==> src/rtl/miner_pkg.sv <==
// Shared miner types: header/nonce geometry and dispatcher states.
// No ports; imported by the dispatcher and its sub-modules.
package miner_pkg;

  localparam int HEADER_W  = 640;
  localparam int NONCE_W   = 32;
  localparam int NONCE_MSB = 639;

  typedef enum logic [1:0] {
    IDLE,
    LOAD,
    RUN,
    ABORT
  } disp_state_e;

endpackage

==> src/rtl/rr_arbiter.sv <==
// Round-robin arbiter; one-hot grant, pointer moves past each grant.
// Ports: clk, rst (sync, high), i_req[W], o_gnt[W].
module rr_arbiter #(
  parameter int W = 4
) (
  input  logic         clk,
  input  logic         rst,
  input  logic [W-1:0] i_req,
  output logic [W-1:0] o_gnt
);

  localparam int PW = (W > 1) ? $clog2(W) : 1;

  logic [PW-1:0] r_ptr;
  logic [PW-1:0] w_idx;
  logic          w_any;
  logic [PW:0]   w_sum;
  logic [PW-1:0] w_j;

  // Scan from the pointer, wrapping at W (W need not be a power of two).
  always_comb begin
    o_gnt = '0;
    w_idx = '0;
    w_any = 1'b0;
    w_sum = '0;
    w_j   = '0;
    for (int k = 0; k < W; k++) begin
      w_sum = {1'b0, r_ptr} + (PW+1)'(k);
      if (w_sum >= (PW+1)'(W))
        w_sum = w_sum - (PW+1)'(W);
      w_j = w_sum[PW-1:0];
      if (!w_any && i_req[w_j]) begin
        w_any     = 1'b1;
        w_idx     = w_j;
        o_gnt[w_j] = 1'b1;
      end
    end
  end

  always_ff @(posedge clk) begin
    if (rst)
      r_ptr <= '0;
    else if (w_any)
      r_ptr <= (w_idx == PW'(W-1)) ? '0 : w_idx + PW'(1);
  end

endmodule

==> src/rtl/work_dispatcher.sv <==
// Splits work units across hash cores by nonce slice, funnels hits out.
// Ports: clk/rst, new_work/work_data in; core_* to/from cores;
//   new_result/result_data, exhausted, result_overflow, idle out.
import miner_pkg::*;

module work_dispatcher #(
  parameter int NUM_CORES = 4
) (
  input  logic                            clk,
  input  logic                            rst,
  input  logic                            new_work,
  input  logic [HEADER_W-1:0]             work_data,
  output logic [HEADER_W-NONCE_W-1:0]     core_header,
  output logic [NONCE_W*NUM_CORES-1:0]    core_nonce,
  output logic [NUM_CORES-1:0]            core_start,
  output logic                            core_abort,
  input  logic [NUM_CORES-1:0]            core_busy,
  input  logic [NUM_CORES-1:0]            core_found,
  input  logic [NONCE_W*NUM_CORES-1:0]    core_found_nonce,
  output logic                            new_result,
  output logic [NONCE_W-1:0]              result_data,
  output logic                            exhausted,
  output logic                            result_overflow,
  output logic                            idle
);

  localparam int IW = $clog2(NUM_CORES);
  localparam logic [63:0] STRIDE =
    64'h1_0000_0000 / 64'(NUM_CORES);
  localparam logic [IW-1:0] LAST = IW'(NUM_CORES-1);

  disp_state_e r_state;
  logic [IW-1:0] r_idx;
  logic [1:0]    r_run_cnt;
  logic          r_done;

  logic [NUM_CORES-1:0] r_pend_v;
  logic [NONCE_W-1:0]   r_pend_n [NUM_CORES];

  logic                 w_active;
  logic                 w_clear;
  logic                 w_exh;
  logic                 w_any_gnt;
  logic [NUM_CORES-1:0] w_cap;
  logic [NUM_CORES-1:0] w_gnt;
  logic [NONCE_W-1:0]   w_gnt_nonce;
  logic [NONCE_W-1:0]   w_base;

  assign w_active  = (r_state == LOAD) ||
                     (r_state == RUN);
  // Pending hits die with the work they belong to.
  assign w_clear   = (w_active && new_work) ||
                     (r_state == ABORT);
  assign w_cap     = (w_active && !new_work) ?
                     core_found : '0;
  assign w_exh     = (core_busy == '0) && r_run_cnt[1];
  assign w_any_gnt = |w_gnt;
  assign w_base    = work_data[NONCE_MSB -: NONCE_W];

  rr_arbiter #(
    .W(NUM_CORES)
  ) u_arb (
    .clk  (clk),
    .rst  (rst),
    .i_req(r_pend_v),
    .o_gnt(w_gnt)
  );

  always_comb begin
    w_gnt_nonce = '0;
    for (int i = 0; i < NUM_CORES; i++)
      if (w_gnt[i])
        w_gnt_nonce = r_pend_n[i];
  end

  // A hit on a core whose slot is granted this cycle replaces it.
  always_ff @(posedge clk) begin
    if (rst) begin
      r_pend_v <= '0;
      for (int i = 0; i < NUM_CORES; i++)
        r_pend_n[i] <= '0;
    end else begin
      for (int i = 0; i < NUM_CORES; i++) begin
        if (w_clear) begin
          r_pend_v[i] <= 1'b0;
        end else if (w_cap[i]) begin
          if (!r_pend_v[i] || w_gnt[i]) begin
            r_pend_v[i] <= 1'b1;
            r_pend_n[i] <= core_found_nonce[NONCE_W*i +: NONCE_W];
          end
        end else if (w_gnt[i]) begin
          r_pend_v[i] <= 1'b0;
        end
      end
    end
  end

  always_ff @(posedge clk) begin
    if (rst) begin
      r_state         <= IDLE;
      r_idx           <= '0;
      r_run_cnt       <= '0;
      r_done          <= 1'b0;
      core_header     <= '0;
      core_nonce      <= '0;
      core_start      <= '0;
      core_abort      <= 1'b0;
      new_result      <= 1'b0;
      result_data     <= '0;
      exhausted       <= 1'b0;
      result_overflow <= 1'b0;
      idle            <= 1'b1;
    end else begin
      core_start <= '0;
      core_abort <= 1'b0;
      exhausted  <= 1'b0;
      new_result <= w_any_gnt;
      if (w_any_gnt)
        result_data <= w_gnt_nonce;
      if (|(w_cap & r_pend_v & ~w_gnt))
        result_overflow <= 1'b1;
      if (new_work) begin
        core_header <= work_data[HEADER_W-NONCE_W-1:0];
        for (int i = 0; i < NUM_CORES; i++)
          core_nonce[NONCE_W*i +: NONCE_W] <=
            w_base + NONCE_W'(STRIDE * 64'(i));
        result_overflow <= 1'b0;
      end
      unique case (r_state)
        IDLE: begin
          // Core 0 starts on the same edge the header lands.
          if (new_work) begin
            core_start <= NUM_CORES'(1);
            r_idx      <= IW'(1);
            r_state    <= LOAD;
            idle       <= 1'b0;
          end
        end
        LOAD: begin
          if (new_work) begin
            core_abort <= 1'b1;
            r_state    <= ABORT;
          end else begin
            core_start[r_idx] <= 1'b1;
            r_idx <= r_idx + IW'(1);
            if (r_idx == LAST) begin
              r_state   <= RUN;
              r_run_cnt <= '0;
              r_done    <= 1'b0;
            end
          end
        end
        RUN: begin
          if (new_work) begin
            core_abort <= 1'b1;
            r_state    <= ABORT;
          end else begin
            // Cores need two cycles after start to raise busy.
            if (!r_run_cnt[1])
              r_run_cnt <= r_run_cnt + 2'd1;
            if (w_exh && !r_done) begin
              exhausted <= 1'b1;
              r_done    <= 1'b1;
            end
            if (w_exh && r_pend_v == '0 &&
                core_found == '0) begin
              r_state <= IDLE;
              idle    <= 1'b1;
            end
          end
        end
        ABORT: begin
          core_start <= NUM_CORES'(1);
          r_idx      <= IW'(1);
          r_state    <= LOAD;
        end
      endcase
    end
  end

endmodule

==> config.mk <==
export PLATFORM = sky130hd
export DESIGN_NAME = work_dispatcher
export DESIGN_NICKNAME = d
export VERILOG_FILES = /design/src/rtl/miner_pkg.sv /design/src/rtl/rr_arbiter.sv /design/src/rtl/work_dispatcher.sv
export SDC_FILE = /design/constraint.sdc
export NUM_CORES = 1
export LEC_CHECK = 0
export CAP_MARGIN = 5
export CELL_PAD_IN_SITES_DETAIL_PLACEMENT = 1
export CELL_PAD_IN_SITES_GLOBAL_PLACEMENT = 1
export CORE_AREA = 2 2 604 606
export CTS_CLUSTER_DIAMETER = 80
export DETAILED_ROUTE_END_ITERATION = 10
export DIE_AREA = 0 0 606 608
export PLACE_DENSITY_LB_ADDON = 0.1
export RECOVER_POWER = 25
export SLEW_MARGIN = 20
export SYNTH_ARGS = -nofsm -noshare
export SYNTH_HDL_FRONTEND = slang
export SYNTH_SLANG_ARGS = --single-unit
export TNS_END_PERCENT = 20
==> constraint.sdc <==
create_clock -name clk -period 4.2 [get_ports clk]
set_clock_uncertainty 0.1 [all_clocks]
set_input_delay 1.26 -clock clk [delete_from_list [all_inputs] [get_ports clk]]
set_output_delay 1.26 -clock clk [all_outputs]
set_load 0.05 [all_outputs]
# == After elaboration in Yosys (flattened, before gate mapping) ==
# Memories as Yosys holds them, arrays and structs flattened.
# Index checks and enable logic that the tools add are counted.
# classes
addsub,13
n_lt_le_gt_ge,14
eq_ne,18
muxes,105
bitwise,12
reduce_logical,57
# ops
cell,count
2-to-1 mux 32 bit,8
"adder 32 bit, second input constant",2
2-to-1 mux 1 bit,57
2-to-1 mux 2 bit,19
"adder 32 x 31 -> 32 bit, second input constant",1
2-to-1 mux 4 bit,6
"less-than comparator 2 x 3 -> 1 bit, second input constant",5
logical AND 1 bit,14
"inequality test 2 x 1 -> 1 bit, second input constant",7
zero test 4 bit,3
OR 4 bit,3
one-hot mux 4 bit (3 select lines),1
nonzero test 2 bit,6
demux 1 bit (select 2 bit),5
"greater-or-equal comparator 2 x 1 -> 1 bit, second input constant",5
AND reduction 5 bit,2
"greater-or-equal comparator 3 bit, second input constant",3
zero test 1 bit,9
AND 4 bit,2
binary-select mux 1 bit (select 2 bit),4
"equality test 2 bit, second input constant",4
"inequality test 2 bit, second input constant",4
one-hot mux 2 bit (4 select lines),1
AND reduction 2 bit,4
21 further kinds,44
# totals
ff_bits,790
ram_bits,128
inputBits,779
wordCells,239
mem_count,1
# mem_list
name,depth,word_bits,rd,rd_ports_with_merged_regs,write_ports,line,rtl
r_pend_n,4,32,4,0,4,work_dispatcher.sv:38,logic [NONCE_W-1:0] r_pend_n [NUM_CORES];

# == Longest topological paths before layout ==
# depth
word_depth,21
mapped_depth,14
ltp_nobuf,9

# == Modules after synthesis ==
# Synthesis repeated with hierarchy kept, for this count alone.
# unflattened
hier_cells,2849
hier_area_um2,31156.1
# modules_own_cells
mod,n_inst,cells_each,area_per_inst_um2
work_dispatcher,1,2796,30661.9
rr_arbiter,1,53,494.2

# == Least setup slack after synthesis ==
# Ideal clock, no wire load.
# synth_timing
kind,reg2reg
from,register (tool-made name)
to,memory r_pend_n[0][0] (enable)
setup_time_ps,377
arrival_time_ps,3233
slack_ps,490
path_stages_with_launch,12
synth_period_minus_slack_ps,3710
path_cell_list,dfxtp_1 -> buf_2 -> buf_2 -> inv_1 -> ha_1 -> mux4_2 -> or3_1 -> a21oi_2 -> a2111oi_2 -> buf_6 -> nand2_1 -> a31o_2
# synth_rtl
element,line
to (decl),work_dispatcher.sv:38

==> impl_metrics.env <==
export IMPL_status="finished, violations left"
export IMPL_violations="max-capacitance violations, max-slew violations"
export IMPL_cts_hold_buf=0
export IMPL_crit_type="reg2reg"
export IMPL_cts_root_buf="clkbuf_16"
export IMPL_boundaryPins=1556
export IMPL_dr_pass1_iters=5
export IMPL_synth_avg_cell_area_um2=10.8
export IMPL_drv_cap=3
export IMPL_grt_overflow_total=0
export IMPL_core_area_mm2=0.362
export IMPL_drt_iter0_markers=935
export IMPL_synthDistinctLibCells=59
export IMPL_post_cts_resized=0
export IMPL_port_buffers=1555
export IMPL_initial_core_util=0.0864
export IMPL_cp_max_fo=17
export IMPL_worstPathArrival_ns=4.45
export IMPL_min_path_type="reg2reg"
export IMPL_dieArea_mm2=0.368
export IMPL_r2r_end="result_data[30]$_SDFFE_PP0P_"
export IMPL_die_h_um=608
export IMPL_syn_instance_count=2894
export IMPL_synth_warnings=0
export IMPL_rr_worst_depth=10
export IMPL_ir_worst_vdd_mv=0.246
export IMPL_seqPwrFrac=0.330
export IMPL_die_x_um=606
export IMPL_cts_sinks=826
export IMPL_vias_per_cell=2.97
export IMPL_syn_to_final_growth_pct=80.8
export IMPL_synth_area_mm2=0.0313
export IMPL_grt_usage=0.124
export IMPL_worst_pin_slew_ns=2.13
export IMPL_final_common_cell="clkdlybuf4s50_1"
export IMPL_min_period_ns=3.84
export IMPL_setup_violations=0
export IMPL_post_route_util=0.156
export IMPL_comb_power_share=0.247
export IMPL_final_cell_mix="clkdlybuf4s50_1, nor2_1, dfxtp_1"
export IMPL_tritoncts="yes"
export IMPL_clk_path_buf_depth=4
export IMPL_start_kind="flop"
export IMPL_dpl_hpwl_um=192000
export IMPL_worstPathRequired_ns=4.82
export IMPL_clkSlewWorstSetupHoldPaths_ns=0.05
export IMPL_finalPower_mw=28.0
export IMPL_insertion_delay_ns=0.84
export IMPL_instances_no_fill=9302
export IMPL_wl_per_cell_um=25.5
export IMPL_rows=221
export IMPL_ys_ff_latch=826
export IMPL_final_antenna_net_count=0
export IMPL_p_int_mw=18.3
export IMPL_async_reset_ff_frac=0
export IMPL_numCtsBuffers=142
export IMPL_routed_wl_um=237000
export IMPL_hold_violations=0
export IMPL_drv_slew=342
export IMPL_finalWorstSetupSlack_ns=0.364
export IMPL_max_slew_margin=-0.421
export IMPL_r2r_slack_ns=0.36
export IMPL_vias=27654
export IMPL_dp_cells=9027
export IMPL_tns_ns=0
export IMPL_num_nets_final=5170
export IMPL_synth_edff_count=128
export IMPL_design_area_mm2=0.0565
export IMPL_antenna_found_initial=148
export IMPL_pwr_share_clk=0.423
export IMPL_grt_pass1_wl_um=302000
export IMPL_hold_start="result_data[9]$_SDFFE_PP0P_"
export IMPL_rsz0062_at_grt="no"
export IMPL_synth_fp_nets=3687
export IMPL_drcViolationCount=0
export IMPL_holdWs_ns=0.387
export IMPL_dp_slack_ns=0.223
export IMPL_dpl_cell_area_mm2=0.0520
export IMPL_routabilityCongestion=0.757
export IMPL_holdPathStages=2
export IMPL_netSwitchingFraction=0.347
export IMPL_finalCritPeriodShare=0.913
export IMPL_grt_pass1_vias=28510
export IMPL_p_per_area_mw_per_mm2=496
export IMPL_switching_power_mw=9.74
export IMPL_min_to="result_data[9]$_SDFFE_PP0P_"
export IMPL_cts_setup_buffers=0
export IMPL_drive_above_1_share=0.0711
export IMPL_ys_seq_area_frac=0.570
export IMPL_endpoint_kind="flop"
export IMPL_power_leakage_nw=21.7
export IMPL_htree_levels=4
export IMPL_synth_ff_type="dfxtp_1"
export IMPL_grt_start_max_net_pins=137
export IMPL_fmax_ghz=0.261
[how the worst max path moves through the flow]
stage	from	to	slack [ns]
floorplan	flop	r_pend_n[0][0]$_SDFFCE_PN0P_	0.49
global placement	core_busy[1]	r_state[1]$_SDFFE_PP0P_	0.23
detailed placement	core_busy[1]	r_state[1]$_SDFFE_PP0P_	0.22
CTS	core_nonce[105]$_SDFFE_PP0P_	core_nonce[9]	0.21
global route	flop	result_data[30]$_SDFFE_PP0P_	0.01
finish	flop	result_data[30]$_SDFFE_PP0P_	0.36
[kinds of logic (layout without fill, tap and decap cells)]
| group | count (synthesis) | after routing | synth area share |
|---|---|---|---|
| buffers and inverters | 294 | 1885 | 0.0479 |
| xor gates and xnor gates | 3 | 3 | 0.000841 |
| other | 0 | 23 | 0 |
| adders and majority gates | 14 | 14 | 0.00560 |
| muxes | 651 | 651 | 0.210 |
| DFF | 826 | 826 | 0.570 |
| AOI/OAI and AO/OA | 121 | 121 | 0.0281 |
| and+or+nand+nor | 985 | 985 | 0.138 |
[layout make-up]
type,instances,area (um^2)
clock inverter,56,612
antenna,23,57.6
tap,4794,6000
fill,41512,305000
inverter,12,45.0
clock buffer,196,3970
timing repair buffer,1621,16000
multi-input combinational,1774,12000
sequential,826,17800
[flip-flops by register name, indices dropped and copies added (netlist names), 2 cells and up, named ones only]
signal,count
core_header,608
r_pend_n,128
core_nonce,36
result_data,32
core_start,4
r_pend_v,4
r_idx,2
r_run_cnt,2
r_state,2
[synth_stat cells (all sizes together), types with 4 or more instances]
cell type / count / area, um^2
edfxtp: 128 / 3840
nor2b: 7 / 43.8
a21oi: 21 / 120
buf: 177 / 1060
nand2: 57 / 221
and2: 131 / 820
dfxtp: 698 / 14000
and3: 7 / 43.8
nand3: 5 / 25.0
a31o: 5 / 43.8
clkbuf: 105 / 394
a221oi: 16 / 140
o22ai: 19 / 119
inv: 12 / 45.0
a211oi: 4 / 30.0
nor2: 712 / 2680
or3: 5 / 31.3
nor4b: 17 / 149
a311oi: 17 / 149
nor3: 21 / 116
o21ai: 23 / 115
mux2i: 647 / 6480
ha: 14 / 175
[power groups by stage]
stage | Clock (mW) | Sequential (mW) | Combinational (mW)
finish | 11.9 | 9.25 | 6.92
global route | 12.8 | 9.33 | 7.37
CTS | 12.6 | 9.29 | 7.12
detailed placement | 0 | 9.44 | 7.10
global placement | 0 | 9.45 | 7.07
floorplan | 0 | 10.9 | 2.22
[worst max-delay path: stages (launching register included)]
cell      delay (ns)
dfxtp_1         0.32
inv_1           0.12
ha_1            0.47
mux4_2          0.73
a21oi_1         0.20
a22oi_1         0.10
a21o_1          0.21
buf_4           0.22
nor2_2          0.76
a222oi_1        0.19
a311oi_1        0.32
[routing by layer]
layer	part of all wire	vias to the layer above	GRT usage
met2	0.54	1044	0.239
met5	0.0020	-	0
met3	0.071	410	0.0399
li1	-	12751	-
met4	0.020	72	0.0221
met1	0.37	13377	0.130
(Power assumes the default switching activity.)
